`src/rtl/serial_cmp_pkg.sv`:
```
// Shared types and helpers for the digit-serial magnitude comparator.
// State encoding, counter sizing and the packed compare-result record.
package serial_cmp_pkg;

  typedef enum logic {
    IDLE = 1'b0,
    SCAN = 1'b1
  } state_e;

  typedef struct packed {
    logic lt;
    logic ltu;
    logic eq;
  } cmp_result_t;

  // Bits needed to count digit indices 0..ndig-1, never fewer than one.
  function automatic int cnt_width(input int ndig);
    int w;
    w = 1;
    while ((1 << w) < ndig) begin
      w = w + 1;
    end
    return w;
  endfunction

endpackage

```
`src/rtl/digit_compare.sv`:
```
// Combinational unsigned compare of one DIGIT-wide slice of each operand.
module digit_compare #(
  parameter int DIGIT = 4
) (
  input  logic [DIGIT-1:0] da,
  input  logic [DIGIT-1:0] db,
  output logic             dlt,
  output logic             deq
);

  // Unsigned less-than and equality of the current digit pair.
  always_comb begin
    dlt = (da < db);
    deq = (da == db);
  end

endmodule

```
`src/rtl/serial_magnitude_comparator.sv`:
```
// Digit-serial, MSB-first magnitude comparator with start/busy/done handshake.
// Optional SERIAL_CMP_MINMAX_EN adds mode_signed input and min/max outputs.
module serial_magnitude_comparator
  import serial_cmp_pkg::*;
#(
  parameter int WIDTH = 16,
  parameter int DIGIT = 4
) (
  input  logic             clk,
  input  logic             rst,
  input  logic             start,
  input  logic [WIDTH-1:0] a,
  input  logic [WIDTH-1:0] b,
`ifdef SERIAL_CMP_MINMAX_EN
  input  logic             mode_signed,
  output logic [WIDTH-1:0] min,
  output logic [WIDTH-1:0] max,
`endif
  output logic             busy,
  output logic             done,
  output logic             lt,
  output logic             ltu,
  output logic             eq
);

  localparam int NDIG = WIDTH / DIGIT;
  localparam int CW   = cnt_width(NDIG);
  localparam logic [CW-1:0] CNT_LAST = CW'(NDIG - 1);

  if ((WIDTH < 2) || (DIGIT < 1) || (DIGIT > WIDTH) || ((WIDTH % DIGIT) != 0)) begin : g_bad_params
    $fatal(1, "serial_magnitude_comparator: WIDTH must be >= 2 and a multiple of DIGIT (1 <= DIGIT <= WIDTH)");
  end

  state_e           state_q, state_d;
  logic [WIDTH-1:0] a_sh_q, a_sh_d;
  logic [WIDTH-1:0] b_sh_q, b_sh_d;
  logic [CW-1:0]    cnt_q, cnt_d;
  logic             sign_diff_q, sign_diff_d;
  logic             a_neg_q, a_neg_d;
  logic             done_q, done_d;
  cmp_result_t      res_q, res_d;
  logic             dig_lt, dig_eq;

`ifdef SERIAL_CMP_MINMAX_EN
  logic [WIDTH-1:0] a_cap_q, a_cap_d;
  logic [WIDTH-1:0] b_cap_q, b_cap_d;
  logic             msgn_q, msgn_d;
  logic [WIDTH-1:0] min_q, min_d;
  logic [WIDTH-1:0] max_q, max_d;
  logic             a_first;
`endif

  digit_compare #(.DIGIT(DIGIT)) u_digit_compare (
    .da  (a_sh_q[WIDTH-1 -: DIGIT]),
    .db  (b_sh_q[WIDTH-1 -: DIGIT]),
    .dlt (dig_lt),
    .deq (dig_eq)
  );

  // State and datapath registers; reset abandons any compare in flight.
  always_ff @(posedge clk or posedge rst) begin
    if (rst) begin
      state_q     <= IDLE;
      a_sh_q      <= '0;
      b_sh_q      <= '0;
      cnt_q       <= '0;
      sign_diff_q <= 1'b0;
      a_neg_q     <= 1'b0;
      done_q      <= 1'b0;
      res_q       <= '0;
`ifdef SERIAL_CMP_MINMAX_EN
      a_cap_q     <= '0;
      b_cap_q     <= '0;
      msgn_q      <= 1'b0;
      min_q       <= '0;
      max_q       <= '0;
`endif
    end else begin
      state_q     <= state_d;
      a_sh_q      <= a_sh_d;
      b_sh_q      <= b_sh_d;
      cnt_q       <= cnt_d;
      sign_diff_q <= sign_diff_d;
      a_neg_q     <= a_neg_d;
      done_q      <= done_d;
      res_q       <= res_d;
`ifdef SERIAL_CMP_MINMAX_EN
      a_cap_q     <= a_cap_d;
      b_cap_q     <= b_cap_d;
      msgn_q      <= msgn_d;
      min_q       <= min_d;
      max_q       <= max_d;
`endif
    end
  end

  // Next-state: capture on start, then scan digits until the first difference.
  always_comb begin
    state_d     = state_q;
    a_sh_d      = a_sh_q;
    b_sh_d      = b_sh_q;
    cnt_d       = cnt_q;
    sign_diff_d = sign_diff_q;
    a_neg_d     = a_neg_q;
    done_d      = 1'b0;
    res_d       = res_q;
`ifdef SERIAL_CMP_MINMAX_EN
    a_cap_d     = a_cap_q;
    b_cap_d     = b_cap_q;
    msgn_d      = msgn_q;
`endif
    case (state_q)
      IDLE: begin
        if (start) begin
          a_sh_d      = a;
          b_sh_d      = b;
          sign_diff_d = a[WIDTH-1] ^ b[WIDTH-1];
          a_neg_d     = a[WIDTH-1];
          cnt_d       = '0;
          state_d     = SCAN;
`ifdef SERIAL_CMP_MINMAX_EN
          a_cap_d     = a;
          b_cap_d     = b;
          msgn_d      = mode_signed;
`endif
        end else begin
          state_d = IDLE;
        end
      end
      SCAN: begin
        if (!dig_eq) begin
          // Opposite signs decide signed order regardless of magnitude.
          res_d.ltu = dig_lt;
          res_d.eq  = 1'b0;
          res_d.lt  = sign_diff_q ? a_neg_q : dig_lt;
          done_d    = 1'b1;
          state_d   = IDLE;
        end else if (cnt_q == CNT_LAST) begin
          res_d.lt  = 1'b0;
          res_d.ltu = 1'b0;
          res_d.eq  = 1'b1;
          done_d    = 1'b1;
          state_d   = IDLE;
        end else begin
          a_sh_d = a_sh_q << DIGIT;
          b_sh_d = b_sh_q << DIGIT;
          cnt_d  = cnt_q + CW'(1);
        end
      end
      default: begin
        state_d = IDLE;
      end
    endcase
  end

`ifdef SERIAL_CMP_MINMAX_EN
  // Order the captured operands with the freshly computed result at done.
  always_comb begin
    min_d   = min_q;
    max_d   = max_q;
    a_first = msgn_q ? res_d.lt : res_d.ltu;
    if (done_d) begin
      if (a_first) begin
        min_d = a_cap_q;
        max_d = b_cap_q;
      end else begin
        min_d = b_cap_q;
        max_d = a_cap_q;
      end
    end else begin
      min_d = min_q;
      max_d = max_q;
    end
  end

  assign min = min_q;
  assign max = max_q;
`endif

  assign busy = (state_q == SCAN);
  assign done = done_q;
  assign lt   = res_q.lt;
  assign ltu  = res_q.ltu;
  assign eq   = res_q.eq;

endmodule
```
`config.mk`:
```
export PLATFORM = sky130hd
export DESIGN_NAME = serial_magnitude_comparator
export DESIGN_NICKNAME = d
export VERILOG_FILES = /design/src/rtl/serial_cmp_pkg.sv /design/src/rtl/digit_compare.sv /design/src/rtl/serial_magnitude_comparator.sv
export SDC_FILE = /design/constraint.sdc
export NUM_CORES = 1
export LEC_CHECK = 0
export ABC_AREA = 1
export ABC_CLOCK_PERIOD_IN_PS = 4700
export BUFFER_PORTS_ARGS = -buffer_cell sky130_fd_sc_hd__buf_2
export CORE_UTILIZATION = 35
export DETAILED_ROUTE_END_ITERATION = 16
export MAX_ROUTING_LAYER = met4
export PLACE_DENSITY = 0.67
export SYNTH_ARGS = -nofsm -noshare
export SYNTH_HDL_FRONTEND = slang
export SYNTH_HIERARCHICAL = 1
export SYNTH_SLANG_ARGS = --single-unit
```
`constraint.sdc`:
```
create_clock -name clk -period 4.7 [get_ports clk]
set_clock_uncertainty 0.15 [all_clocks]
set_input_delay 0.47 -clock clk [delete_from_list [all_inputs] [get_ports clk]]
set_output_delay 0.47 -clock clk [all_outputs]
set_load 0.02 [all_outputs]
```
======== Yosys cells after proc, flatten, opt, wreduce, memory -nomap -nowiden ========
Cells that the tools add are included.
operators by class
  order comparisons ....................... 1
  equal/unequal tests ..................... 6
  bitwise operators ....................... 2
  add/sub/neg operators ................... 1
  multiplexer cells ....................... 22
  reductions and logical operators ........ 3
operator list
  cell                 number
  $mux 16              6
  $pmux 16 s2          2
  $mux 1               7
  $mux 2               3
  $mux 3               2
  $eq 4x4->1           1
  $lt 4x4->1           1
  $ne 2x1->1 const B   2
  $ne 2x2->1 const B   2
  $pmux 2 s2           1
  $reduce_and 2->1     2
  $reduce_and 3->1     1
  $add 2x1->2 const B  1
  $eq 2x2->1 const B   1
  $pmux 1 s2           1
  $not 1->1            1
  $xor 1x1->1          1
storage, ports and cells
  register bits ........................... 41
  word-level logic and storage cells ...... 45

======== Longest topological paths before layout ========
  depth after elaboration ................. 4
  mapped depth ............................ 10
  gate-level depth less buffers ........... 10

======== By module ========
The synthesis kept the hierarchy.
modules (own cells, without submodules)
  module                       instances  sequential area each (um^2)  cells an instance  area an instance (um^2)
  serial_magnitude_comparator  1          1026.0                       261                2005.7
  digit_compare                1          0.0                          20                 117.6

======== Worst setup path before layout ========
No wires, ideal clock.
  kind .................................... reg-to-reg
  start ................................... reg a_sh_q[15]
  end ..................................... reg a_sh_q[10]
  cell stages (with the launch flop) ...... 8
  data required time ...................... 4.434 ns
  arrival time ............................ 1.463 ns
  setup time .............................. 0.116 ns
  path buffers ............................ 1
  slack ................................... 2.970 ns
  cell sequence ........................... dfrtp_1 -> ha_1 -> nand2_2 -> nor2_1 -> nand3_4 -> buf_2 -> nand3_1 -> nand2_1
on the way
  longest elaborated chain between the ends .. 3
RTL lines
  element                            RTL line                           RTL
  from (decl)                        serial_magnitude_comparator.sv:35  logic [WIDTH-1:0] a_sh_q, a_sh_d;
  from (signal assigned)             serial_magnitude_comparator.sv:80  a_sh_q <= a_sh_d;
  $eq 4x4->1                         digit_compare.sv:14                deq = (da == db);
  via dig_eq                         serial_magnitude_comparator.sv:42  logic dig_lt, dig_eq;
  $ne 2x1->1 (no source line)        n/a
  $reduce_and 3->1 (no source line)  n/a
The timed path passes the listed nets, and every way through them passes these cells.
A chain may end at the register's enable or synchronous reset.

======== Worst setup path in the final report ========
  start ................................... reg a_sh_q[15]
  end ..................................... reg b_sh_q[8]
on the way
  longest elaborated chain between the ends .. 3
RTL lines
  element                            RTL line                           RTL
  $eq 4x4->1                         digit_compare.sv:14
  via dig_eq                         serial_magnitude_comparator.sv:42
  $ne 2x1->1 (no source line)        n/a
  $reduce_and 3->1 (no source line)  n/a
  to (signal assigned)               serial_magnitude_comparator.sv:81  b_sh_q <= b_sh_d;
  to (decl)                          serial_magnitude_comparator.sv:36  logic [WIDTH-1:0] b_sh_q, b_sh_d;
The timed path passes the listed nets, and every way through them passes these cells.

==> flow_summary.ini <==
[route]
drtIter0Drc = 116
via_count = 1766
dr_wl_met3_um = 204
route.detailed.drc = 0
viasPerCell = 4.52
wl_met1_mm = 2.19
top_layer = met4
routedWlPerCell_um = 11.2
drt_wl_total_mm = 4.39
wl_met2_mm = 1.94
ant_nets = 0
drtPass1Iterations = 4

[power_and_ir_drop]
pwr-share-comb_pct = 40.4
p_clk_share_pct = 19.4
leakage_uw = 0.00141
ir_drop_mv = 0.225
finalPower_uw = 1500
switching_share_pct = 40.1
seqPwrFrac_pct = 40.3
power_density_nw_per_um2 = 612
p_sw_uw = 600
cellInternalPower_uw = 897

[synthesis]
ys_types = 20
synth_edf_count = 0
seq_area_frac_synth_pct = 48.3
ys_top_cells_by_area = dfrtp_1 48%, nand2_1 27%, nand3_1 8.2%
synth_flop_cell = dfrtp_1
synthArstFlopShare_pct = 100
avgSynthCellArea_um2 = 7.56
synthTopCellsByCount = 153 x nand2_1, 41 x dfrtp_1, 35 x nand3_1
synthesis.area_um2 = 2120
ys_warn_count = 6
synth.most_common_cell = nand2_1
synth_top_cell_area_share_pct = 48.3
syn-instance-count = 281
synth.net_count = 321
synth_seq_cells = 41
yosys.area.top_type = dfrtp_1

[worst_setup_path]
reg2reg_slack_ns = 2.41
r2r-end = b_sh_q[8]
end_kind = flop
worst-setup-path-type = flop to flop
crit_required_ns = 4.78
cp-start-kind = flop
worst-path-max-fanout = 35
arrival_ns = 2.37
r2r_cells = 7
r2r-start = a_sh_q[15]

[cells_and_area]
diodes = 0
final_net_count = 355
synthToLayoutAreaGrowth_pct = 15.3
layout-drive-gt1-share_pct = 17.7

[global_route]
grt_usage_pct = 15.9
antenna_found_initial = 0
overflow = 0
grt_max_degree = 42
grt_pass1_vias = 1715
grt_pass1_wl_mm = 7.65

[floorplanning]
die_area_um2 = 6380
die_y_um = 79.9
rows = 28
start_util_pct = 36.1
core_area_um2 = 5890
die_w_um = 79.9
io_pins = 40

[clocking]
cts_sinks = 41
cts_inserted_buffers = 5
post-cts-setup-buffers = 0
cts_tree = yes
clk_latency_ns = 0.29
clk_pin_slew_ns = 0.08
h-tree-depth = 2
cts_buffer_depth = 2
root_buffer = clkbuf_8
cts_resized = 0
cts_hold_buffers = 0

[sta]
holdWs_ns = 0.145
final.setup.tns_ns = 0
setup_violations = 0
relSlewSlack_pct = 65.8
period_needed_ns = 2.29
final_max_slew_viol_count = 0
tightest_slew_ns = 0.513
fin_crit_sh_pct = 48.6
hold_viol = 0
fmax_ghz = 0.438
grt_setup_unrepaired = false

[placement]
io_buffers = 39
dp_hpwl_mm = 2.99
gp_congestion = 0.754

[status]
status = complete, no violations

[job]
cap_violations = 0

[hold_path]
hp-class = input pin to async pin
## layout by cell type, fill, tap and decap left out, drive strengths merged
cell and count:
nand2 156, dfrtp 41, buf 41, nand3 36, inv 18, clkbuf 7
ha 5, o21ai 4, nor2 3, nand4 2, a21oi 2, bufinv 1
## critical path, stage by stage (launching register included)
cell and delay [ns]:
dfrtp_1 0.39, ha_1 0.32, nand2_2 0.07, nor2_1 0.32
nand3_4 0.39, nand2_4 0.38, nand2_1 0.12, nand2_1 0.08
## sequential cells by signal (all words and copies together), names as in the netlist
name         flops
cnt_q            2
a_sh_q          16
eq               1
sign_diff_q      1
b_sh_q          16
lt               1
ltu              1
a_neg_q          1
done             1
busy             1
## worst max path at each step
stage / cells past startpoint / end / start
after floorplan: 7 / a_sh_q[10] / a_sh_q[15]
after global placement: 7 / a_sh_q[14] / a_sh_q[15]
after detailed placement: 7 / b_sh_q[4] / a_sh_q[15]
after CTS: 7 / b_sh_q[4] / a_sh_q[15]
after global routing: 7 / b_sh_q[8] / a_sh_q[15]
final: 7 / b_sh_q[8] / a_sh_q[15]
## stage by stage
stage	setup WS (ns)	area, um2	cells	util, %
2_1_floorplan	2.97	2120	281	-
3_3_place_gp	2.49	2330	383	39.6
3_5_place_dp	2.44	2330	383	39.6
4_1_cts	2.41	2450	391	41.6
5_1_grt	2.21	2450	391	41.6
6_report	2.41	2450	391	41.6
## power groups by stage
| stage | logic [uW] | registers [uW] | clock network, uW |
|---|---|---|---|
| 2_1_floorplan | 498 | 607 | 0 |
| 3_3_place_gp | 599 | 603 | 0 |
| 4_1_cts | 615 | 604 | 300 |
| 6_report | 604 | 603 | 290 |
| 3_5_place_dp | 611 | 612 | 0 |
| 5_1_grt | 711 | 625 | 314 |
## final cells by class
cell class / instances / area (um2)
fill: 638 / 3440
sequential: 41 / 1030
multi-input combinational: 208 / 932
timing repair buffer: 41 / 210
tap: 75 / 93.8
clock buffer: 7 / 86.3
inverter: 18 / 70.1
clock inverter: 1 / 30.0
## cells by family (layout without fill, tap and decap cells)
family,after synthesis,in the layout,synth area share (%)
AO/OA/AOI/OAI,6,6,1.59
buffers and inverters,32,67,7.78
AND/OR/NAND/NOR,197,197,39.4
flip-flops,41,41,48.3
adder cells (fa/ha/maj),5,5,2.95
## metal layers
metal | up-vias | global-route usage [%]
li1 | 933 | -
met1 | 784 | 20.3
met2 | 43 | 24.4
met3 | 6 | 3.66
met4 | 0 | 6.61
met5 | - | -
Note: power is estimated with default switching activity, not from simulation.
